$ cat src/rtl/commit_unit_pkg.sv
// commit_unit_pkg: temporary-register entry layout, instruction types and commit states
package commit_unit_pkg;
    localparam int ENTRY_W        = 73;
    localparam int RD_MSB         = 72;
    localparam int RD_LSB         = 68;
    localparam int PC_MSB         = 67;
    localparam int PC_LSB         = 36;
    localparam int TYPE_MSB       = 35;
    localparam int TYPE_LSB       = 34;
    localparam int DATA_MSB       = 33;
    localparam int DATA_LSB       = 2;
    localparam int SPEC_VALID_BIT = 1;
    localparam int VALID_BIT      = 0;

    typedef enum logic [1:0] {ALU = 2'b00, STORE = 2'b01, BRANCH = 2'b10, OTHER = 2'b11} inst_type_t;
    typedef enum logic {RUN = 1'b0, FLUSH = 1'b1} state_t;
endpackage

$ cat src/rtl/commit_ptr.sv
// commit_ptr: modulo-2^W pointer with synchronous clear and increment
module commit_ptr #(
    parameter int W = 5
) (
    input  logic         clock,
    input  logic         reset,
    input  logic         clr,
    input  logic         inc,
    output logic [W-1:0] ptr
);
    always_ff @(posedge clock) begin
        if (reset || clr) ptr <= '0;
        else if (inc) ptr <= ptr + W'(1);
    end
endmodule

$ cat src/rtl/commit_unit.sv
// commit_unit: in-order retirement from the temporary register file into the ARF.
// Optional macro COMMIT_STATS_EN adds the retired_cnt statistics port.
module commit_unit
    import commit_unit_pkg::*;
#(
    parameter int DEPTH = 32,
    parameter int TAG_W = 5
) (
    input  logic               clock,
    input  logic               reset,
    input  logic               alloc_req,
    output logic               alloc_grant,
    output logic [TAG_W-1:0]   alloc_tag,
    output logic [TAG_W-1:0]   rd_addr,
    input  logic [ENTRY_W-1:0] rd_data,
    input  logic               flush,
    output logic               arf_we,
    output logic [4:0]         arf_waddr,
    output logic [31:0]        arf_wdata,
    output logic               retire_valid,
    output logic [TAG_W-1:0]   retire_tag,
    output logic [31:0]        retire_pc,
    output logic [1:0]         retire_type,
    output logic               empty,
    output logic               full,
    output logic [TAG_W:0]     count
`ifdef COMMIT_STATS_EN
    ,
    output logic [31:0]        retired_cnt
`endif
);
    localparam logic [TAG_W:0] CAP = (TAG_W+1)'(DEPTH);

    state_t           state;
    logic             run;
    logic             retire;
    logic [TAG_W-1:0] head;
    logic [TAG_W-1:0] tail;

    assign run         = (state == RUN);
    // flush wins over both allocation and retirement in the same cycle
    assign alloc_grant = alloc_req && run && !flush && (count < CAP);
    assign retire      = run && !flush && (count != '0) && rd_data[VALID_BIT] && rd_data[SPEC_VALID_BIT];
    assign alloc_tag   = tail;
    assign rd_addr     = head;
    assign empty       = (count == '0);
    assign full        = (count == CAP);

    commit_ptr #(.W(TAG_W)) u_head (
        .clock (clock),
        .reset (reset),
        .clr   (flush),
        .inc   (retire),
        .ptr   (head)
    );

    commit_ptr #(.W(TAG_W)) u_tail (
        .clock (clock),
        .reset (reset),
        .clr   (flush),
        .inc   (alloc_grant),
        .ptr   (tail)
    );

    always_ff @(posedge clock) begin
        if (reset) begin
            state        <= RUN;
            count        <= '0;
            retire_valid <= 1'b0;
            arf_we       <= 1'b0;
            arf_waddr    <= '0;
            arf_wdata    <= '0;
            retire_tag   <= '0;
            retire_pc    <= '0;
            retire_type  <= '0;
        end else begin
            state        <= (run && flush) ? FLUSH : RUN;
            count        <= flush ? '0 : count + {{TAG_W{1'b0}}, alloc_grant} - {{TAG_W{1'b0}}, retire};
            retire_valid <= retire;
            arf_we       <= retire && (inst_type_t'(rd_data[TYPE_MSB:TYPE_LSB]) == ALU);
            if (retire) begin
                retire_tag  <= head;
                retire_pc   <= rd_data[PC_MSB:PC_LSB];
                retire_type <= rd_data[TYPE_MSB:TYPE_LSB];
                arf_waddr   <= rd_data[RD_MSB:RD_LSB];
                arf_wdata   <= rd_data[DATA_MSB:DATA_LSB];
            end
        end
    end

`ifdef COMMIT_STATS_EN
    // survives flush; only reset clears it
    always_ff @(posedge clock) begin
        if (reset) retired_cnt <= '0;
        else if (retire) retired_cnt <= retired_cnt + 32'd1;
    end
`endif
endmodule

$ cat config.mk
export PLATFORM = sky130hd
export DESIGN_NAME = commit_unit
export DESIGN_NICKNAME = d
export VERILOG_FILES = /design/src/rtl/commit_unit_pkg.sv /design/src/rtl/commit_ptr.sv /design/src/rtl/commit_unit.sv
export SDC_FILE = /design/constraint.sdc
export NUM_CORES = 1
export LEC_CHECK = 0
export ABC_AREA = 1
export BUFFER_PORTS_ARGS = -buffer_cell sky130_fd_sc_hd__buf_2
export CAP_MARGIN = 10
export CORE_UTILIZATION = 40
export CTS_BUF_LIST = sky130_fd_sc_hd__clkbuf_2
export CTS_CLUSTER_DIAMETER = 120
export DETAILED_ROUTE_END_ITERATION = 8
export GPL_ROUTABILITY_DRIVEN = 0
export PLACE_DENSITY = 0.75
export SLEW_MARGIN = 30
export SYNTH_ARGS = -nofsm -noshare
export SYNTH_HDL_FRONTEND = slang
export SYNTH_SLANG_ARGS = --single-unit
$ cat constraint.sdc
create_clock -name clock -period 5.63 [get_ports clock]
set_input_delay 0.563 -clock clock [delete_from_list [all_inputs] [get_ports clock]]
set_output_delay 0.563 -clock clock [all_outputs]
set_load 0.05 [all_outputs]
==> results of run 1 <==
flip-flops by register name, summed over array words and instances, names as in the netlist:
signal,cells
retire_valid,1
arf_we,1
u_tail.ptr,5
count,6
retire_type,2
arf_wdata,32
arf_waddr,5
state,1
retire_tag,5
retire_pc,32
u_head.ptr,5
path summary, 6_finish.rpt:
kind	startpoint	to	slack (ns)	cells after the start
hold reg to reg	state	state	0.44	1
setup / recovery	count[2]	count[4]	3.25	17
hold / removal	rd_data[34]	arf_we	0.19	2
setup reg to reg	count[2]	count[4]	3.25	17
final cells by class:
cell class                 count  area [um^2]  share of cell area [%]
clock buffer                   9        45.04                  0.9683
clock inverter                 5        58.81                   1.264
inverter                      28        106.4                   2.286
multi-input combinational    331         1524                   32.76
sequential                    95         1902                   40.88
tap                          108        135.1                   2.905
timing repair buffer         175        880.8                   18.93
kinds of logic (layout without fill, tap and decap cells):
logic type | after synthesis | after routing | synth area share, %
AOI/OAI and AO/OA | 88 | 88 | 11.90
xor gates and xnor gates | 1 | 1 | 0.2367
adders and majority gates | 12 | 12 | 4.260
buffers and inverters | 55 | 217 | 7.437
DFF | 95 | 95 | 51.39
and+or+nand+nor | 230 | 230 | 24.78
layer usage:
metal  vias up  GRT usage (%)  wire length (um)
met5         -              0                 0
met4         0          5.052                87
met3        12          6.156               690
met2       116          33.97              4356
met1      1611          21.01              3808
li1       1838              -                 -
Yosys cell counts:
master | number | area share [%]
sky130_fd_sc_hd__a21oi_1 | 11 | 1.5
sky130_fd_sc_hd__and3_1 | 1 | 0.17
sky130_fd_sc_hd__buf_1 | 2 | 0.20
sky130_fd_sc_hd__buf_2 | 10 | 1.4
sky130_fd_sc_hd__buf_4 | 3 | 0.61
sky130_fd_sc_hd__buf_6 | 6 | 1.8
sky130_fd_sc_hd__clkbuf_1 | 6 | 0.61
sky130_fd_sc_hd__dfxtp_1 | 95 | 51
sky130_fd_sc_hd__fa_1 | 1 | 0.54
sky130_fd_sc_hd__ha_1 | 11 | 3.7
sky130_fd_sc_hd__inv_1 | 24 | 2.4
sky130_fd_sc_hd__inv_2 | 4 | 0.41
sky130_fd_sc_hd__nand2_1 | 40 | 4.1
sky130_fd_sc_hd__nand2_2 | 2 | 0.34
sky130_fd_sc_hd__nand3_1 | 9 | 1.2
sky130_fd_sc_hd__nand3_2 | 1 | 0.27
sky130_fd_sc_hd__nand4_1 | 4 | 0.68
sky130_fd_sc_hd__nor2_1 | 167 | 17
sky130_fd_sc_hd__nor2_2 | 3 | 0.51
sky130_fd_sc_hd__nor3_1 | 2 | 0.27
sky130_fd_sc_hd__nor4_2 | 1 | 0.34
sky130_fd_sc_hd__o21ai_0 | 54 | 7.3
sky130_fd_sc_hd__o21ai_1 | 23 | 3.1
sky130_fd_sc_hd__xnor2_1 | 1 | 0.24
power by group:
group          switching (W)  leakage (nW)  internal [W]
combinational       0.000194          1.43     0.0000759
sequential         0.0000134         0.769      0.000701
clock               0.000222        0.0603     0.0000983
total               0.000429          2.26      0.000875
through the flow:
step | total power (W) | std cells | utilization, % | setup slack (ns) | instance area [um^2]
2_1_floorplan | 0.0009254 | 481 | - | 2.905 | 3701
3_3_place_gp | 0.0009917 | 737 | 51.39 | 3.239 | 4547
3_5_place_dp | 0.0009978 | 737 | 51.39 | 3.117 | 4547
4_1_cts | 0.001318 | 751 | 52.56 | 3.255 | 4651
5_1_grt | 0.001375 | 751 | 52.57 | 3.008 | 4652
6_report | 0.001304 | 751 | 52.57 | 3.246 | 4652
==> results.md, run 1 <==
STA:
- The maximum clock skew at final layout is 0.04042 ns.
- The share of the clock period used by the worst path after layout is 42.34%.
- Counting I/O delays and the setup requirement, the final critical path takes 2.384 ns.
- Summed over all failing endpoints, the final setup total negative slack is 0 ns.
- Headroom to the max-slew limit came out at 44.22%.
- Setup violations remaining at the end of the flow were counted as 0.
- Static timing analysis puts the maximum clock frequency at 419.5 MHz.
- The final-report hold violation count is 0.
- Setup repair after global routing left no endpoint under its margin.
- For the pin with the worst max-slew slack, the measured transition is 0.8367 ns.
- The smallest hold slack is 0.1861 ns.
- The number of max-slew violations in the final report is 0.

Drt:
- The count of nets left with antenna violations once routing finished came out at 0.
- The first-pass iteration count of the detailed router is 9.
- The mean routed wirelength per cell is 11.91 um.
- The starting DRC count in detailed routing is 109.
- Wires add up to 8941 um.
- Using the TritonRoute via totals, the vias-per-cell ratio works out to 4.763.
- The total via count after detailed routing is 3577.
- The number of design rule violations left after detail routing is 13.

Clock tree:
- The number of buffers between clock root and the deepest sink is 2.
- The number of H-tree levels is 3.
- The clock latency at the later pin of the worst-skew pair is 0.53 ns.
- The clock root buffer master is sky130_fd_sc_hd__clkbuf_2.
- The clock tree from TritonCTS is built.
- After clock tree synthesis, the flow added hold-fix buffers numbering 0.
- After clock tree synthesis, the repair step resized 0 gates.
- The post-CTS setup-driven buffer insertion count is 0.
- The CTS buffer count is 9.
- The clock sink count is 95.
- Clock-pin slew was measured on the worst setup and hold paths at 0.26 ns.

Critical path:
- The largest stage delay on the critical path is 0.38 ns.
- The element type at the critical path end is a flop.
- The data required time at the worst endpoint is 6.11 ns.
- The worst setup path is launched from a flop.
- Along the worst path, the maximum fanout reaches 3.
- The setup path with the least slack is of type flop to flop.
- The slowest stage of the critical path belongs to the cell sky130_fd_sc_hd__dfxtp_1.
- Together, buffers and inverters on the worst path number 5.
- The data arrival time at the worst-slack endpoint is 2.86 ns.
- The critical path goes through inv_1 > ha_1 > nand3_2 > nand2_2 > inv_2 > ha_1 > inv_1 > ha_1 > inv_1 > fa_1 > inv_1 > nand2_1 > nand2_1 > a21oi_1 > nand2_1 > nand2_1 > nor2_1.
- The kind of cell adding the most delay to the critical path is adder cells.

Global routing:
- Global routing consumed, over all layers together, 18.74% of the routing resources.
- The overflow left after global routing is 0.
- The via count of the first global-routing pass is 3382.
- The first global-routing pass estimated 14750 um of wire.
- The number of antenna violations at the first check in global routing came to 0.
- The pin count of the biggest net entering global routing is 83.

Pwr:
- Power spread over the standard cell area amounts to 280.3 mW/mm^2.
- The leakage power is 2.260 nW.
- The maximum VDD drop is 0.0001165 V.

Floorplan:
- The die is 98.19 um wide.
- The die covers 0.009641 mm^2.
- The core region area is 0.008848 mm^2.
- The initialized floorplan defines 34 standard-cell rows.
- Measured along the y axis, the die boundary spans 98.19 um.
- The effective utilization at floorplan is 41.83%.
- The number of placed I/O pins is 174.

Synthesis:
- The post-synthesis area per instance is 7.694 um^2.
- The number of instances in the synthesized netlist is 481.
- The warning count from the yosys run is 0.
- The synthesized flop and latch total is 95.
- The count of distinct cell types in the synthesized netlist is 24.
- The cell area after synthesis is 0.003701 mm^2.
- After synthesis, flip-flops and latches occupy 51.39% of the total area.
- The number of nets handed over by synthesis was 570.

Finish:
- The net count of the finished layout is 729.
- The top cell types in the final layout, fill and taps aside, are sky130_fd_sc_hd__buf_2 (173), sky130_fd_sc_hd__nor2_1 (167), sky130_fd_sc_hd__dfxtp_1 (95), sky130_fd_sc_hd__o21ai_0 (54), sky130_fd_sc_hd__nand2_1 (40).
- The post-route netlist has 31.10% of its cells at a drive strength greater than 1.
- The area growth from synthesis to final layout is 25.69%.
- After filler insertion, the fill cell instance count of the layout stands at 865.
- The count of inserted antenna diode cells is 0.
- The library cell used most frequently in the layout, excluding fill and tap cells, is sky130_fd_sc_hd__buf_2.

Hold path:
- The tightest min-delay check is of the primary input to flop type.

Run:
- The number of max-cap violations is 0.

Status:
- The final reports fail on DRC.
- The flow ran to the end, but the final reports show violations.

Placement:
- The number of buffers inserted by port buffering is 173.
- The half-perimeter wire length after detailed placement is 6335 um.
No activity file was read; power rests on OpenSTA's default activity.
==> run 2: changes to the inputs <==
==> constraint.sdc (replaced) <==
create_clock -name clock -period 2.45 [get_ports clock]
set_input_delay 0.245 -clock clock [delete_from_list [all_inputs] [get_ports clock]]
set_output_delay 0.245 -clock clock [all_outputs]
set_load 0.05 [all_outputs]
==> run 2 against run 1 <==
  * The run still ends with DRC left
  * Register-to-register slack got worse by 3.1 ns
  * First-iteration DRC count rose by 59%
  * Cell count increased by 10%
  * Non-clock buffer count increased by 76
  * Critical path depth unchanged
  * Count of clock-buffer cells in the layout unchanged
  * Worst hold slack worse by 0.091 ns
  * Critical path type unchanged
  * Critical endpoint unchanged
  * Largest cell class unchanged
  * Largest power group unchanged
==> results.md, run 2 (synthesis results as in run 1) <==
Drt:
- For this block, the via count after detailed routing is 3942.
- The starting DRC count in detailed routing is 173.
- The count of antenna-violating nets left after detailed routing is 0.
- After detailed routing, the number of remaining DRC violations is 14.
- The first-pass iteration count of the detailed router is 6.
- After detailed routing, the total wire length is 10610 um.
- Using the TritonRoute via totals, the vias-per-cell ratio works out to 4.755.
- After detailed routing, the average wire length per cell comes to 12.80 um.

Global routing:
- The pin count of the biggest net entering global routing is 83.
- The overflow left after global routing is 0.
- The first-pass GRT wire length is 17340 um.
- Global routing used 22.18% of the available tracks across all layers.
- The via count of the first global-routing pass is 3670.
- The number of antenna violations at the first check in global routing came to 0.

STA:
- The number of max-slew violations in the final report was 0.
- The final worst setup slack is 0.1447 ns.
- The smallest hold slack is 0.09477 ns.
- Clock skew on the completed layout was measured at 0.02122 ns.
- For this run, the top clock speed supported by timing is 433.8 MHz.
- In this run the tightest slew margin relative to its limit is 44.74%.
- The share of the clock period used by the worst path after layout is 94.09%.
- The final critical delay including setup and external delays is 2.305 ns.
- The final-report hold violation count is 0.
- The pin slew with the least headroom to its limit is 0.8289 ns.
- The number of failing setup endpoints in the final timing report is 0.

Pwr:
- In this run the static leakage power is 2.581 nW.
- IR analysis of the VDD net gives a maximum drop of 0.0003164 V.
- In this run the power density over the cells is 566.2 mW/mm^2.

Finish:
- The final-layout fill cell count is 771.
- The top cell types in the final layout, fill and taps aside, are sky130_fd_sc_hd__buf_2 (173), sky130_fd_sc_hd__nor2_1 (167), sky130_fd_sc_hd__dfxtp_1 (90), sky130_fd_sc_hd__dlygate4sd3_1 (74), sky130_fd_sc_hd__o21ai_0 (54).
- The leading cell type in the layout, fill and taps excluded is sky130_fd_sc_hd__buf_2.
- The final cell area excluding filler cells is 0.005438 mm^2.
- The repair_antennas step left the layout with diodes totalling 0.
- In the final layout, the registers with the most flip-flops are arf_wdata x32, retire_pc x32, count x6.
- The share of final-layout standard cells stronger than drive strength 1 is 29.82%.
- The number of nets in the layout is 805.
- The area growth from synthesis to final layout is 46.92%.

Floorplan:
- The vertical die dimension is 98.19 um.
- During I/O placement, the number of pins put on the boundary was 174.
- In this run the standard cell core region covers 0.008848 mm^2.
- The floorplan step defined a die boundary enclosing 0.009641 mm^2.
- The die is 98.19 um wide.
- After floorplanning, the core was divided into 34 placement rows.
- For this configuration, the core starts out at a cell density of 41.83%.

Hold path:
- The path with the worst hold slack has its endpoint at u_tail.ptr[4].
- The worst hold path class is primary input to flop.
- The number of cells on the worst hold path is 5.
- The worst hold path begins at alloc_req.

Critical path:
- The kind of cell adding the most delay to the critical path is adder cells.
- In this run the worst path has a maximum fanout of 3.
- The most numerous cell type found on the critical path is sky130_fd_sc_hd__nand2_1.
- The endpoint of the worst register-to-register path is count[4].
- The element type at the critical path end is a flop.
- STA classifies the critical path startpoint as a flop.
- The signal on the critical path passes through inv_1 > ha_2 > nand3_4 > nand2_2 > inv_2 > ha_1 > inv_1 > ha_2 > inv_1 > fa_2 > inv_2 > nand2_1 > nand2_1 > a21oi_1 > nand2_1 > nand2_1 > nor2_1.
- The cell with the largest stage delay on the worst path is sky130_fd_sc_hd__dfxtp_4.
- In this run the worst setup path begins at count[2].
- The combined buffer and inverter count along the critical path is 5.
- The cell depth of the worst flop-to-flop path is 17.
- Data on the critical path arrives at its endpoint at 2.80 ns.
- The critical path is of the flop to flop type.
- For this run, the slowest stage of the critical path takes 0.41 ns.
- The register-to-register setup slack is 0.14 ns.
- The worst flop-to-flop path startpoint is count[2].
- The data required time at the worst endpoint is 2.94 ns.

Placement:
- The half-perimeter wire length after detailed placement is 6225 um.
- OpenSTA, run right after detailed placement, puts the worst setup slack at 0.1317 ns.
- Once placement finished, the instance area stood at 0.004578 mm^2.
- The number of buffers inserted by port buffering is 173.

Run:
- Max-cap violations in this run came to 0.

Clock tree:
- TritonCTS built the clock tree.
- The CTS buffer count is 9.
- The post-CTS setup-driven buffer insertion count is 0.
- The H-tree generated during clock tree synthesis spans 3 levels.
- CTS placed an instance of sky130_fd_sc_hd__clkbuf_2 at the clock tree root.
- For the worst-skew pair, the clock arrives at the later sink with an insertion delay of 0.52 ns.
- The number of buffers between clock root and the deepest sink is 2.
- The register clock-pin slew on the reported worst setup and hold paths is 0.27 ns.
- Clock tree synthesis found a total of 95 sinks.

Status:
- The flow ran to the end, but the final reports show violations.
- The checks that failed: DRC.
-- run 2: repair_timing --
item,in CTS,in global routing
endpoints found under the setup margin,0,1
gates resized for setup,0,8
hold endpoints to repair,76,0
hold buffers,74,0
-- run 2: per-layer routing --
layer	vias to the layer above	GRT usage, %	part of all wire [%]
met5	-	0	0
met4	0	8.381	2.4
met3	27	5.727	6.7
met2	146	39.65	50
met1	1777	25.36	41
li1	1992	-	-
-- run 2: final cells by class --
type | count | area [um^2] | share of cell area [%]
Clock inverter | 7 | 56.30 | 1.035
Inverter | 28 | 105.1 | 1.933
Sequential cell | 95 | 1918 | 35.27
Multi-Input combinational cell | 331 | 1541 | 28.35
Tap cell | 108 | 135.1 | 2.485
Clock buffer | 9 | 45.04 | 0.8283
Timing Repair Buffer | 251 | 1637 | 30.10
-- run 2: power breakdown --
part,total (W),switching [W],internal [W]
clock,0.000707,0.000560,0.000148
combinational,0.000728,0.000471,0.000257
sequential,0.00164,0.0000331,0.00161
total,0.00308,0.00106,0.00202
-- run 2: worst max-delay path by stage --
stage,slack (ns),endpoint,depth (start not counted)
5_1_grt,-0.005,count[4],17
2_1_floorplan,0.04,count[4],17
3_3_place_gp,0.22,count[4],17
3_5_place_dp,0.13,count[4],17
6_report,0.14,count[4],17
4_1_cts,0.07,count[4],17
-- run 2: through the flow --
stage | cells | utilization, % | total power (W) | setup TNS (ns)
after CTS | 829 | 61.26 | 0.003103 | 0
after detailed placement | 739 | 51.74 | 0.002290 | 0
after global placement | 739 | 51.74 | 0.002280 | 0
final | 829 | 61.45 | 0.003079 | 0
after global routing | 829 | 61.45 | 0.003244 | -0.005268
after floorplan | 481 | - | 0.002127 | 0
-- run 2: worst min-delay path: cells and delay by family --
kind | cells | cell delay, ns
AND/OR/NAND/NOR | 3 | 0.22
buffers and inverters | 1 | 0.10
AO/OA/AOI/OAI | 1 | 0.05
